## config.mk

```make
export PLATFORM = sky130hd
export DESIGN_NAME = bms_adc_sampler
export DESIGN_NICKNAME = d
export VERILOG_FILES = /design/src/rtl/bms_pkg.sv /design/src/rtl/bms_spi_frame.sv /design/src/rtl/bms_adc_sampler.sv
export SDC_FILE = /design/constraint.sdc
export NUM_CORES = 1
export LEC_CHECK = 0
export CORE_MARGIN = 2
export CORE_UTILIZATION = 30
export DETAILED_ROUTE_END_ITERATION = 6
export GPL_TIMING_DRIVEN = 0
export PLACE_DENSITY_LB_ADDON = 0.25
export SLEW_MARGIN = 15
export SYNTH_ARGS = -nofsm -noshare
export SYNTH_HDL_FRONTEND = slang
export SYNTH_HIERARCHICAL = 1
export SYNTH_SLANG_ARGS = --single-unit
```

## constraint.sdc

```tcl
create_clock -name clk -period 2.3 [get_ports clk]
set_input_delay 0.46 -clock clk [delete_from_list [all_inputs] [get_ports clk]]
set_output_delay 0.46 -clock clk [all_outputs]
set_load 0.02 [all_outputs]
```

## src/rtl/bms_pkg.sv

```systemverilog
// bms_pkg: shared FSM state types, ADC widths and the SPI command-word builder
package bms_pkg;
  localparam int ADC_CH_W = 3;
  localparam int ADC_BITS = 16;
  typedef enum logic [1:0] {S_IDLE, S_FRAME, S_GAP, S_UPDATE} seq_t;
  typedef enum logic [1:0] {F_IDLE, F_CS_SETUP, F_SHIFT, F_CS_HOLD} frame_t;
  function automatic logic [ADC_BITS-1:0] adc_cmd(input logic [ADC_CH_W-1:0] ch);
    return {2'b00, ch, 11'b0};
  endfunction
endpackage

```

## src/rtl/bms_spi_frame.sv

```systemverilog
// bms_spi_frame: one 16-bit CPOL=1 SPI frame (CS setup, 16 SCLK periods, CS hold)
//  clk, rst_n      clock, synchronous active-low reset
//  start, cmd      1-cycle start pulse with the command word to send MSB first
//  done, data      1-cycle pulse at the end of CS hold; data holds the received word
//  sclk, cs_n      SPI clock (idles high) and chip select
//  mosi, miso      command out (changes on SCLK fall), result in (sampled on SCLK rise)
module bms_spi_frame import bms_pkg::*; #(
  parameter int SCLK_HALF = 25
) (
  input  logic                clk,
  input  logic                rst_n,
  input  logic                start,
  input  logic [ADC_BITS-1:0] cmd,
  output logic                done,
  output logic [ADC_BITS-1:0] data,
  output logic                sclk,
  output logic                cs_n,
  output logic                mosi,
  input  logic                miso
);
  localparam int HW = $clog2(SCLK_HALF + 1);
  frame_t st, st_n;
  logic [HW-1:0] hcnt;
  logic [4:0] half;
  logic [ADC_BITS-1:0] cmd_q;
  logic half_end;
  assign half_end = hcnt == HW'(SCLK_HALF - 1);
  always_ff @(posedge clk) begin
    if (!rst_n) st <= F_IDLE;
    else st <= st_n;
  end
  always_comb begin
    st_n = st;
    done = 1'b0;
    case (st)
      F_IDLE:     if (start) st_n = F_CS_SETUP;
      F_CS_SETUP: if (half_end) st_n = F_SHIFT;
      F_SHIFT:    if (half_end && half == 5'd31) st_n = F_CS_HOLD;
      default: begin
        st_n = half_end ? F_IDLE : F_CS_HOLD;
        done = half_end;
      end
    endcase
  end
  // even halves are SCLK-low; the shift at the end of an even half coincides with the rising edge
  always_ff @(posedge clk) begin
    if (!rst_n) begin
      hcnt <= '0;
      half <= '0;
      cmd_q <= '0;
      data <= '0;
    end else begin
      hcnt <= (st == F_IDLE || half_end) ? '0 : hcnt + 1'b1;
      half <= st != F_SHIFT ? '0 : half_end ? half + 1'b1 : half;
      if (st == F_IDLE && start) cmd_q <= cmd;
      if (st == F_SHIFT && half_end && !half[0]) data <= {data[ADC_BITS-2:0], miso};
    end
  end
  assign cs_n = st == F_IDLE;
  assign sclk = !(st == F_SHIFT && !half[0]);
  assign mosi = st == F_SHIFT && cmd_q[4'd15 - half[4:1]];
endmodule

```

## src/rtl/bms_adc_sampler.sv

```systemverilog
// bms_adc_sampler: periodic two-channel SPI ADC acquisition producing voltage/current samples
//  clk, rst_n              clock, synchronous active-low reset
//  enable, overrun_clr     sample timer run, sticky overrun clear pulse
//  adc_sclk/cs_n/mosi/miso SPI link to the external ADC
//  voltage, current        latest unsigned voltage code, signed offset-removed current
//  sample_valid, busy      1-cycle update strobe, acquisition in progress
//  overrun                 sticky: period tick arrived while busy
//  ADC_AVG_EN              when defined, outputs carry the mean of 4 consecutive sequences
module bms_adc_sampler import bms_pkg::*; #(
  parameter int                  CLK_DIV    = 50_000,
  parameter int                  SCLK_HALF  = 25,
  parameter logic [ADC_CH_W-1:0] V_CH       = 3'd0,
  parameter logic [ADC_CH_W-1:0] I_CH       = 3'd1,
  parameter int                  CUR_OFFSET = 32768
) (
  input  logic                clk,
  input  logic                rst_n,
  input  logic                enable,
  input  logic                overrun_clr,
  output logic                adc_sclk,
  output logic                adc_cs_n,
  output logic                adc_mosi,
  input  logic                adc_miso,
  output logic [ADC_BITS-1:0] voltage,
  output logic [ADC_BITS-1:0] current,
  output logic                sample_valid,
  output logic                busy,
  output logic                overrun
);
  localparam int TW = $clog2(CLK_DIV);
  localparam int GW = $clog2(2 * SCLK_HALF + 1);
  localparam logic [ADC_BITS-1:0] OFS = CUR_OFFSET[ADC_BITS-1:0];
  seq_t st, st_n;
  logic [TW-1:0] cnt;
  logic [GW-1:0] gcnt;
  logic tick, start, done, frm, gap_end, fin;
  logic [ADC_BITS-1:0] data, raw_v, cur, cmd;
  assign tick = enable && cnt == TW'(CLK_DIV - 1);
  assign gap_end = gcnt == GW'(2 * SCLK_HALF - 1);
  assign start = (st == S_IDLE && tick) || (st == S_GAP && gap_end);
  assign busy = st == S_FRAME || st == S_GAP;
  assign cmd = adc_cmd(st == S_GAP ? I_CH : V_CH);
  assign fin = st == S_FRAME && done && frm;
  // modulo-2^16 subtraction equals the 17-bit signed difference truncated to 16 bits
  assign cur = data - OFS;
  bms_spi_frame #(.SCLK_HALF(SCLK_HALF)) u_spi (
    .clk(clk), .rst_n(rst_n), .start(start), .cmd(cmd), .done(done), .data(data),
    .sclk(adc_sclk), .cs_n(adc_cs_n), .mosi(adc_mosi), .miso(adc_miso)
  );
  always_ff @(posedge clk) begin
    if (!rst_n) st <= S_IDLE;
    else st <= st_n;
  end
  always_comb begin
    st_n = st;
    case (st)
      S_IDLE:  if (tick) st_n = S_FRAME;
      S_FRAME: if (done) st_n = frm ? S_UPDATE : S_GAP;
      S_GAP:   if (gap_end) st_n = S_FRAME;
      default: st_n = S_IDLE;
    endcase
  end
  always_ff @(posedge clk) begin
    if (!rst_n) begin
      cnt <= '0;
      gcnt <= '0;
      frm <= 1'b0;
      raw_v <= '0;
      overrun <= 1'b0;
    end else begin
      cnt <= (!enable || tick) ? '0 : cnt + 1'b1;
      gcnt <= st == S_GAP ? gcnt + 1'b1 : '0;
      if (start) frm <= st == S_GAP;
      if (st == S_FRAME && done && !frm) raw_v <= data;
      overrun <= (tick && busy) || (overrun && !overrun_clr);
    end
  end
`ifdef ADC_AVG_EN
  logic [1:0] ph;
  logic [17:0] acc_v, sum_v;
  logic signed [17:0] acc_i, sum_i;
  assign sum_v = acc_v + {2'b00, raw_v};
  assign sum_i = acc_i + $signed({{2{cur[ADC_BITS-1]}}, cur});
  always_ff @(posedge clk) begin
    if (!rst_n) begin
      ph <= '0;
      acc_v <= '0;
      acc_i <= '0;
      voltage <= '0;
      current <= '0;
      sample_valid <= 1'b0;
    end else begin
      sample_valid <= fin && ph == 2'd3;
      if (fin) begin
        ph <= ph + 1'b1;
        acc_v <= ph == 2'd3 ? '0 : sum_v;
        acc_i <= ph == 2'd3 ? '0 : sum_i;
      end
      if (fin && ph == 2'd3) begin
        voltage <= 16'(sum_v >> 2);
        current <= 16'(sum_i >>> 2);
      end
    end
  end
`else
  always_ff @(posedge clk) begin
    if (!rst_n) begin
      voltage <= '0;
      current <= '0;
      sample_valid <= 1'b0;
    end else begin
      sample_valid <= fin;
      if (fin) begin
        voltage <= raw_v;
        current <= cur;
      end
    end
  end
`endif
endmodule

```

After elaboration in Yosys (flattened, before gate mapping)
Index checks and enable logic that the tools add are counted.
{"block": "totals", "output_inout_bits": 38, "in_bits": 5, "elab_cells": 84, "reg_bits": 106}
{"block": "classes", "n_bitwise": 1, "n_addsub": 6, "muxes": 14, "magnitude_cmp": 1, "n_eq_ne": 15, "reduce_logical": 33}
{"cell": "$add 16x1->16 const B", "count": 1}
{"cell": "$eq 16x16->1 const B", "count": 1}
{"cell": "$sub 16x16->16 const B", "count": 1}
{"cell": "$logic_and 1x1->1", "count": 14}
{"cell": "$mux 2", "count": 7}
{"cell": "$pmux 2 s3", "count": 2}
{"cell": "$add 5x1->5 const B", "count": 2}
{"cell": "$eq 5x5->1 const B", "count": 2}
{"cell": "$ne 2x2->1 const B", "count": 4}
{"cell": "$add 6x1->6 const B", "count": 1}
{"cell": "$eq 6x6->1 const B", "count": 1}
{"cell": "$ne 2x1->1 const B", "count": 3}
{"cell": "$reduce_and 3->1", "count": 2}
{"cell": "$reduce_or 2->1", "count": 3}
{"cell": "$logic_not 1->1", "count": 5}
{"cell": "$logic_or 1x1->1", "count": 5}
{"cell": "$lt 4x5->1 const B", "count": 1}
{"cell": "$bmux 1 s4", "count": 1}
{"cell": "$eq 2x1->1 const B", "count": 2}
{"cell": "$eq 2x2->1 const B", "count": 2}
{"cell": "$logic_not 2->1", "count": 2}
{"cell": "$mux 1", "count": 4}
{"cell": "$sub 4x4->4 const A", "count": 1}
{"cell": "$reduce_or 3->1", "count": 1}
{"cell": "other kinds (2)", "count": 2}

Depth between registers and ports, before layout
Gate-level depths: netlist (run 1).
{"block": "logic_depth", "word_depth": 6, "depth_mapped": 11, "ltp_nobuf": 9}

Cells and area by module
Netlist (run 1), hierarchy kept.
{"mod": "bms_adc_sampler", "seq_area_each_um2": 1501.4, "cells_per_inst": 362, "instances": 1, "area_each_um2": 3119.2}
{"mod": "bms_spi_frame", "seq_area_each_um2": 880.8, "cells_per_inst": 229, "instances": 1, "area_each_um2": 2037.0}

Least setup slack after synthesis (run 1)
Ideal clock, no wire load.
{"block": "synth_timing", "path_kind": "register -> register", "start": "register u_spi.hcnt[0]", "end": "register raw_v[10]", "required_time_ns": 2.224, "arrival_time_ns": 1.956, "synth_period_minus_slack_ns": 2.031, "path_stages_with_launch": 12, "setup_slack_ns": 0.269, "n_path_buf": 3, "setup_ns": 0.076, "cell_sequence": "dfxtp_1 inv_1 ha_1 and4b_1 buf_6 and2_2 nand2_1 or2_2 clkbuf_1 clkbuf_1 nand2_1 a21boi_0"}
{"block": "synth_between", "elab_chain_len": 4}
{"item": "from (decl)", "line_no": "bms_spi_frame.sv:23", "text": "logic [HW-1:0] hcnt;"}
{"item": "from (signal assigned)", "line_no": "bms_spi_frame.sv:53", "text": "hcnt <= (st == F_IDLE || half_end) ? '0 : hcnt + 1'b1;"}
{"item": "$eq 5x5->1", "line_no": "bms_spi_frame.sv:27", "text": "assign half_end = hcnt == HW'(SCLK_HALF - 1);"}
{"item": "$mux 1", "line_no": "bms_spi_frame.sv:35", "text": "case (st)"}
{"item": "net done", "line_no": "bms_adc_sampler.sv:36", "text": "logic tick, start, done, frm, gap_end, fin;"}
{"item": "$logic_and 1x1->1 (2 in series)", "line_no": "bms_adc_sampler.sv:74", "text": "if (st == S_FRAME && done && !frm) raw_v <= data;"}
{"item": "to (signal assigned)", "line_no": "bms_adc_sampler.sv:74"}
{"item": "to (decl)", "line_no": "bms_adc_sampler.sv:37", "text": "logic [ADC_BITS-1:0] data, raw_v, cur, cmd;"}
The timed path passes the listed nets, and every way through them passes these cells.
A chain may end at the register's enable or synchronous reset.

Worst setup path in the final report (run 1)
{"block": "layout_timing", "start": "register u_spi.half[1]", "end": "output port adc_mosi"}
{"block": "layout_between", "elab_chain_len": 4}
{"item": "from (decl)", "line_no": "bms_spi_frame.sv:24", "text": "logic [4:0] half;"}
{"item": "from (signal assigned)", "line_no": "bms_spi_frame.sv:54", "text": "half <= st != F_SHIFT ? '0 : half_end ? half + 1'b1 : half;"}
{"item": "$sub 4x4->4", "line_no": "bms_spi_frame.sv:61", "text": "assign mosi = st == F_SHIFT && cmd_q[4'd15 - half[4:1]];"}
{"item": "$bmux 1 s4", "line_no": "bms_spi_frame.sv:61"}
{"item": "$mux 1 (not written as such)", "line_no": "bms_spi_frame.sv:61"}
{"item": "$logic_and 1x1->1", "line_no": "bms_spi_frame.sv:61"}
{"item": "to (decl)", "line_no": "bms_adc_sampler.sv:22", "text": "output logic adc_mosi,"}
No other way between the ends. The select of a mux whose other input is x is not followed.

==> impl_summary.txt, run 1 <==
----------------------------------------------------
[Global route]
  GRT Overall Usage ... 13.1%
  Via count of the first global-routing pass ... 3928
  Wire length of the first global-routing pass ... 18800 um
  Aggregate global routing overflow ... 0
  Pin count of the biggest net entering global routing ... 17
  Antenna violations before repair ... 0

[Timing]
  Sum of negative setup slack ... 0 ns
  Clock skew ... ~0.008 ns
  FMAX ... about 450 MHz
  Setup repair after global routing missed its margin ... true
  Finish-stage setup viols ... 0
  Pin slew with the least headroom to its limit ... between 0.5 and 0.6 ns
  Portion of the clock cycle consumed by the worst path in the final layout ... between 90% and 100%
  Max transition margin ... 64.8%
  Final critical-path required period ... around 2.2 ns
  Final Hold Fails ... 0
  Number of pins exceeding their max-slew limit in the final report ... 0
  Worst hold slack across all endpoints ... around 0.46 ns
  Final worst setup slack ... about 0.059 ns

[Power and ir drop]
  Clock network fraction of total power ... between 50% and 60%
  Peak supply drop ... ~530 uV
  Switching share of power ... around a fifth
  Power dissipated by switching net loads ... approximately 970 uW
  P per Cell Area ... ~730 nW/um^2
  Leakage dissipation ... approximately 2.2 nW
  Fraction of power consumed by combinational cells ... 1.4%
  Power after layout ... between 4 and 5 mW
  Design internal power ... approximately 3.8 mW
  Register share of total power ... 43.2%

[Floorplan]
  Std-Cell Core Area ... 16700 sq um
  Number of rows in the core area ... between 40 and 50
  Die extent in y ... around 140 um
  Total die area ... 18300 sq um
  Die width ... roughly 140 um
  Initial Utilization ... a little under a third
  IO Pins ... 43

[Placed design]
  Inst Count DP ... slightly below 900
  Dpl cell area ... just under 6000 sq um
  Estimated wirelength of the detail-placed design ... between 8000 and 9000 um
  Placer congestion estimate ... about 0.80
  Number of buffer cells added on primary ports ... 42
  Worst-case setup slack after placement ... -0.413 ns

[Clock tree]
  Clock tree from TritonCTS ... done
  Clock-pin slew on the worst setup and hold paths ... roughly 0.05 ns
  Number of hold buffers added after cts ... 0
  Buffer cell driving the clock tree root ... sky130_fd_sc_hd__clkbuf_16
  Sink count of the clock tree ... between 100 and 150
  H-tree level count ... 4
  Number of buffers created by CTS ... 17
  Clock insertion delay at the later pin of the skew report ... between 0.4 and 0.5 ns
  CTS max path bufs ... 2

[Drt]
  Drc violations ... 0
  Number of nets with antenna violations after routing ... 0
  Iteration-0 DRC Markers ... 167
  Wire length reported by the detailed router ... between 10000 and 15000 um
  Overall via count from detail_route ... 4039
  Drt first pass iters ... 4
  Via density per instance ... about 4.5
  Wirelength per Cell ... approximately 12 um

[Layout]
  Commonest cells after routing, fill and taps aside ... sky130_fd_sc_hd__nand2_1, sky130_fd_sc_hd__dfxtp_1, sky130_fd_sc_hd__a21boi_0
  Final Cell Area ... approximately 6600 sq um
  Final layout net count ... 687
  Number of antenna diodes ... 0
  Commonest non-fill, non-tap cell in the layout ... sky130_fd_sc_hd__nand2_1
  Final instance count without filler cells ... between 800 and 900
  Fraction of layout instances using a drive strength above 1 ... 13.4%
  Area added between synthesis and finish ... 27.2%
  Final Util ... ~39%

[Critical path]
  Critical path peak fanout ... 5
  CP Class ... reg -> out
  Required time of the critical path ... 1.84 ns
  Startpoint type of the worst setup path ... flop
  Kind of capture point of the worst setup path ... primary output
  Arrival time at the worst endpoint ... around 1.8 ns
  Number of cells on the worst reg-to-reg path ... 9

[Yosys]
  Share of synthesized registers carrying an async set or reset ... 0%
  Post-synth design cell area ... 5160 sq um
  Sequential area share after synthesis ... ~46%
  Count of different cell masters after synthesis ... 55
  Number of flops mapped to enable cells by yosys ... 0
  Mapped Avg Cell Area ... ~8.7 sq um
  Syn. warnings ... 6
  Post-Syn Instances ... just under 600
  Dominant register cell in the synthesized netlist ... sky130_fd_sc_hd__dfxtp_1
  #FFs+latches synth ... approximately 120

[Min path]
  Hold crit path type ... reg -> reg
  Hold path cells ... 2

[Job]
  Max-capacitance violation count ... 0

[Outcome]
  Outcome ... complete, no violations

----------------------------------------------------
-- synthesized netlist by cell type, drive strengths merged (5+ instances only) --
cell | instances | area share (%)
nand2 | 182 | 13
dfxtp | 119 | 46
a21boi | 79 | 12
nor2 | 35 | 2.7
clkbuf | 24 | 1.8
ha | 17 | 4.1
inv | 15 | 1.1
xnor2 | 14 | 2.4
a21oi | 12 | 1.2
nand3 | 12 | 1.2
buf | 9 | 1.4
xor2 | 7 | 1.2
nand4 | 6 | 0.85
nor4 | 6 | 0.85
mux2i | 5 | 0.97
-- state kept, by name (all words and copies together), names as in the netlist --
| name | flops |
|---|---|
| cnt | 16 |
| frm | 1 |
| gcnt | 6 |
| u_spi/half | 5 |
| current | 16 |
| u_spi/data | 16 |
| overrun | 1 |
| st | 2 |
| voltage | 16 |
| u_spi/hcnt | 5 |
| raw_v | 16 |
| u_spi/cmd_q | 16 |
| sample_valid | 1 |
| u_spi/st | 2 |
-- critical path, stage by stage, from the launching register on --
cell and delay (ns):
sky130_fd_sc_hd__dfxtp_2 0.33, sky130_fd_sc_hd__buf_6 0.12, sky130_fd_sc_hd__mux4_2 0.49, sky130_fd_sc_hd__mux2i_1 0.18, sky130_fd_sc_hd__o22ai_2 0.11, sky130_fd_sc_hd__buf_6 0.14
-- what timing repair did --
| action | CTS | global route |
|---|---|---|
| pin swaps | 0 | 2 |
| hold endpoints to repair | 0 | 0 |
| cloned | 0 | 0 |
| resized for setup | 14 | 21 |
| buffers inserted | 0 | 3 |
| setup endpoints to repair | 24 | 55 |
-- per-layer routing --
layer | GRT usage, % | routed length [um] | up-vias
li1 | - | - | 2105
met1 | 16.1 | 5220 | 1851
met2 | 21.7 | 5120 | 64
met3 | 3.45 | 488 | 19
met4 | 5.73 | 186 | 0
met5 | 0 | 0 | -
-- logic make-up after synthesis --
| kind of cell | after synthesis | synth area share (%) |
|---|---|---|
| multiplexers | 8 | 2.28 |
| flip-flops | 119 | 46.2 |
| AND/OR/NAND/NOR | 272 | 23.5 |
| adder cells (fa/ha/maj) | 17 | 4.13 |
| XOR/XNOR | 21 | 3.57 |
| buffers and inverters | 48 | 4.27 |
| other | 1 | 0.0727 |
| AO/OA/AOI/OAI | 105 | 15.9 |
-- power groups by stage --
stage | logic, mW | clock network (mW) | registers, mW
2_1_floorplan | 0.0442 | 0 | 2.11
3_3_place_gp | 0.0682 | 0 | 2.11
3_5_place_dp | 0.0691 | 0 | 2.11
4_1_cts | 0.0694 | 2.73 | 2.07
5_1_grt | 0.0759 | 2.83 | 2.06
6_report | 0.0681 | 2.65 | 2.07
-- worst paths after layout --
kind / slack (ns) / from / endpoint
setup / recovery: 0.06 / u_spi/half[1] / adc_mosi
hold / removal: 0.46 / u_spi/cmd_q[4] / u_spi/cmd_q[4]
setup reg to reg: 0.21 / u_spi/hcnt[0] / voltage[15]
hold reg to reg: 0.46 / u_spi/cmd_q[4] / u_spi/cmd_q[4]
-- final cells by class --
class | instances | area (sq um)
Fill cell | 1721 | 10100
Multi-Input combinational cell | 438 | 2640
Sequential cell | 119 | 2380
Clock buffer | 19 | 443
Timing Repair Buffer | 45 | 440
Tap cell | 220 | 275
Buffer | 29 | 170
Clock inverter | 13 | 155
Inverter | 15 | 56.3
(Power assumes the default switching activity.)
==> inputs of run 2 (changes only) <==
--- a/config.mk
+++ b/config.mk
@@ -13,5 +13,4 @@
 export SLEW_MARGIN = 15
 export SYNTH_ARGS = -nofsm -noshare
 export SYNTH_HDL_FRONTEND = slang
-export SYNTH_HIERARCHICAL = 1
 export SYNTH_SLANG_ARGS = --single-unit
==> run 2 against run 1 <==
Against the previous run: non-clock buffer count shrank 11; global-route usage shrank 0.29 points; cell count shrank 18%; flip-flop and latch count shrank 15; synthesized cell count shrank 16%; clock skew grew 0.0034 ns; register-to-register slack gained 0.03 ns; fmax grew 3.3%; routed wire length shrank 19%; combinational power shrank 21%; sequential power shrank 13%; critical endpoint is now adc_cs_n; largest cell class is now flip-flops and latches.
==> impl_summary.txt, run 2 <==
----------------------------------------------------
[Layout]
  Final layout net count ... 570
  Fraction of layout instances using a drive strength above 1 ... 5.42%
  Area added between synthesis and finish ... 22.4%
  Number of antenna diodes ... 0
  Final Cell Area ... approximately 5300 sq um
  Commonest non-fill, non-tap cell in the layout ... sky130_fd_sc_hd__nand2_1
  Commonest cells after routing, fill and taps aside ... sky130_fd_sc_hd__nand2_1, sky130_fd_sc_hd__dfxtp_1, sky130_fd_sc_hd__a21boi_0

[Timing]
  Pin slew with the least headroom to its limit ... about 0.47 ns
  Clock skew ... roughly 0.011 ns
  Portion of the clock cycle consumed by the worst path in the final layout ... 94.4%
  FMAX ... approximately 460 MHz
  Sum of negative setup slack ... 0 ns
  Setup repair after global routing missed its margin ... false
  Final Hold Fails ... 0
  Finish-stage setup viols ... 0
  Max transition margin ... around two thirds
  Number of pins exceeding their max-slew limit in the final report ... 0
  Final critical-path required period ... ~2.2 ns

[Clock tree]
  Sink count of the clock tree ... approximately 100
  Setup bufs post-CTS ... 0
  H-tree level count ... 3
  Clock-pin slew on the worst setup and hold paths ... 0.07 ns
  Number of buffers created by CTS ... 9
  Number of hold buffers added after cts ... 0
  Buffer cell driving the clock tree root ... sky130_fd_sc_hd__clkbuf_16
  Number of gates resized after cts ... 2
  Clock tree from TritonCTS ... done
  Clock insertion delay at the later pin of the skew report ... 0.35 ns
  CTS max path bufs ... 2

[Global route]
  Pin count of the biggest net entering global routing ... 18
  GRT Overall Usage ... between 10% and 20%
  Antenna violations before repair ... 0
  Via count of the first global-routing pass ... approximately 3.3k
  Wire length of the first global-routing pass ... between 15000 and 20000 um
  Aggregate global routing overflow ... 0

[Power and ir drop]
  Power dissipated by switching net loads ... 697 uW
  P per Cell Area ... approximately 640 nW/um^2
  Clock network fraction of total power ... between 40% and 50%
  Leakage dissipation ... between 1.5 and 2 nW
  Fraction of power consumed by combinational cells ... ~1.6%
  Switching share of power ... 20.7%
  Peak supply drop ... 364 uV
  Design internal power ... 2.68 mW
  Register share of total power ... roughly 54%

[Yosys]
  Synth Area in Adders ... under 10%
  Combinational family with the most area after synthesis ... simple AND/OR/NAND/NOR gates
  Number of flops mapped to enable cells by yosys ... 0
  Fraction of synthesized area in multiplexers ... less than 1%
  Syn. warnings ... 0
  Post-Syn Instances ... ~500
  Top-area cell type share of the netlist area ... between 40% and 50%
  Net count after synthesis ... roughly 520
  Simple-gate share of the synthesized area ... roughly 24%
  Sequential area share after synthesis ... between 40 and 50%
  Dominant register cell in the synthesized netlist ... sky130_fd_sc_hd__dfxtp_1
  Synth area leaders ... sky130_fd_sc_hd__dfxtp_1, sky130_fd_sc_hd__nand2_1, sky130_fd_sc_hd__a21boi_0
  Count of different cell masters after synthesis ... 40
  Post-synth design cell area ... ~4300 sq um
  Leading cell type by number of instances after synthesis ... sky130_fd_sc_hd__nand2_1
  #FFs+latches synth ... approximately 100
  Synthesized-area fraction occupied by xor and xnor cells ... approximately 4.9%
  Post-synthesis cell type with the largest combined area ... sky130_fd_sc_hd__dfxtp_1
  Top cells by count, synth ... sky130_fd_sc_hd__nand2_1, sky130_fd_sc_hd__dfxtp_1, sky130_fd_sc_hd__a21boi_0
  Share of synthesized registers carrying an async set or reset ... 0%
  Mapped Avg Cell Area ... a little under 9 sq um
  Fraction of the mapped netlist area in compound gates ... 13.6%

[Min path]
  Launch point of the worst hold path ... voltage[0]
  Hold crit path type ... reg -> reg

[Critical path]
  Kind of capture point of the worst setup path ... primary output
  Critical path peak fanout ... 5
  Startpoint of the most critical register-to-register path ... u_spi.hcnt[0]
  CP Class ... reg -> out
  Startpoint type of the worst setup path ... flop
  First element of the critical path ... u_spi.st[0]
  Arrival time at the worst endpoint ... roughly 1.7 ns
  Required time of the critical path ... between 1.5 and 2 ns

[Drt]
  Via density per instance ... 4.51
  Wire length reported by the detailed router ... 8960 um
  Wirelength per Cell ... about 12 um
  Drt first pass iters ... 4
  Number of nets with antenna violations after routing ... 0
  Drc violations ... 0
  Overall via count from detail_route ... between 3k and 4k
  Iteration-0 DRC Markers ... 137

[Floorplan]
  Die extent in y ... ~120 um
  Std-Cell Core Area ... approximately 14000 sq um
  IO Pins ... 43
  Total die area ... between 15000 and 20000 sq um
  Initial Utilization ... roughly 31%
  Die width ... about 120 um
  Number of rows in the core area ... 43

[Outcome]
  Outcome ... complete, no violations

[Job]
  Max-capacitance violation count ... 0

[Placed design]
  Dpl cell area ... between 4000 and 5000 sq um
  Placer congestion estimate ... 0.798
  Estimated wirelength of the detail-placed design ... about 7000 um
  Number of buffer cells added on primary ports ... 42

----------------------------------------------------
## run 2: cells by family after synthesis
family          count (synthesis)
buf+inv                        36
simple gates                  235
compound gates                 80
mux                             1
xor+xnor                       24
flops                         104
fa+ha+maj                      16
## run 2: stage by stage
stage          utilization [%]  hold WS [ns]  power [mW]  setup WS, ns  cells
6_report                  37.7         0.464        3.37         0.130    734
5_1_grt                   37.7         0.484        3.49       0.00167    734
4_1_cts                   37.6         0.467        3.43       0.00222    734
3_5_place_dp              35.4         0.457        1.90        0.0272    718
3_3_place_gp              35.4         0.443        1.90        0.0410    718
2_1_floorplan                -         0.430        1.88         0.464    496
## run 2: critical path, cell delays in order, from the launching register on
cell and delay, ns:
sky130_fd_sc_hd__dfxtp_1 0.35, sky130_fd_sc_hd__inv_1 0.10, sky130_fd_sc_hd__ha_1 0.28, sky130_fd_sc_hd__clkdlybuf4s50_1 0.65
## run 2: routing by layer
layer	wire length (um)	GRT usage, %	up-vias
met4	116	4.05	0
met5	0	0	-
met2	4340	22.3	42
met3	282	3.16	9
met1	4230	15.5	1523
li1	-	-	1736
## run 2: layout make-up
class,count,area (sq um)
buffer,21,103
clock buffer,10,229
clock inverter,6,65.1
fill,1421,8680
inverter,15,56.3
multi-input combinational,356,2070
sequential,104,2080
tap,180,225
timing repair buffer,42,424
## run 2: worst paths after layout
| kind | to | slack [ns] | cells after the start |
|---|---|---|---|
| max | adc_cs_n | 0.13 | 3 |
| min | voltage[0] | 0.46 | 2 |
| max reg2reg | raw_v[9] | 0.24 | 8 |
| min reg2reg | voltage[0] | 0.46 | 2 |
## run 2: power by group through the flow
| stage | combinational, mW | clock [mW] | sequential [mW] |
|---|---|---|---|
| floorplan | 0.0344 | 0 | 1.84 |
| global placement | 0.0551 | 0 | 1.84 |
| detailed placement | 0.0554 | 0 | 1.84 |
| CTS | 0.0556 | 1.57 | 1.80 |
| global route | 0.0603 | 1.63 | 1.80 |
| finish | 0.0541 | 1.52 | 1.80 |
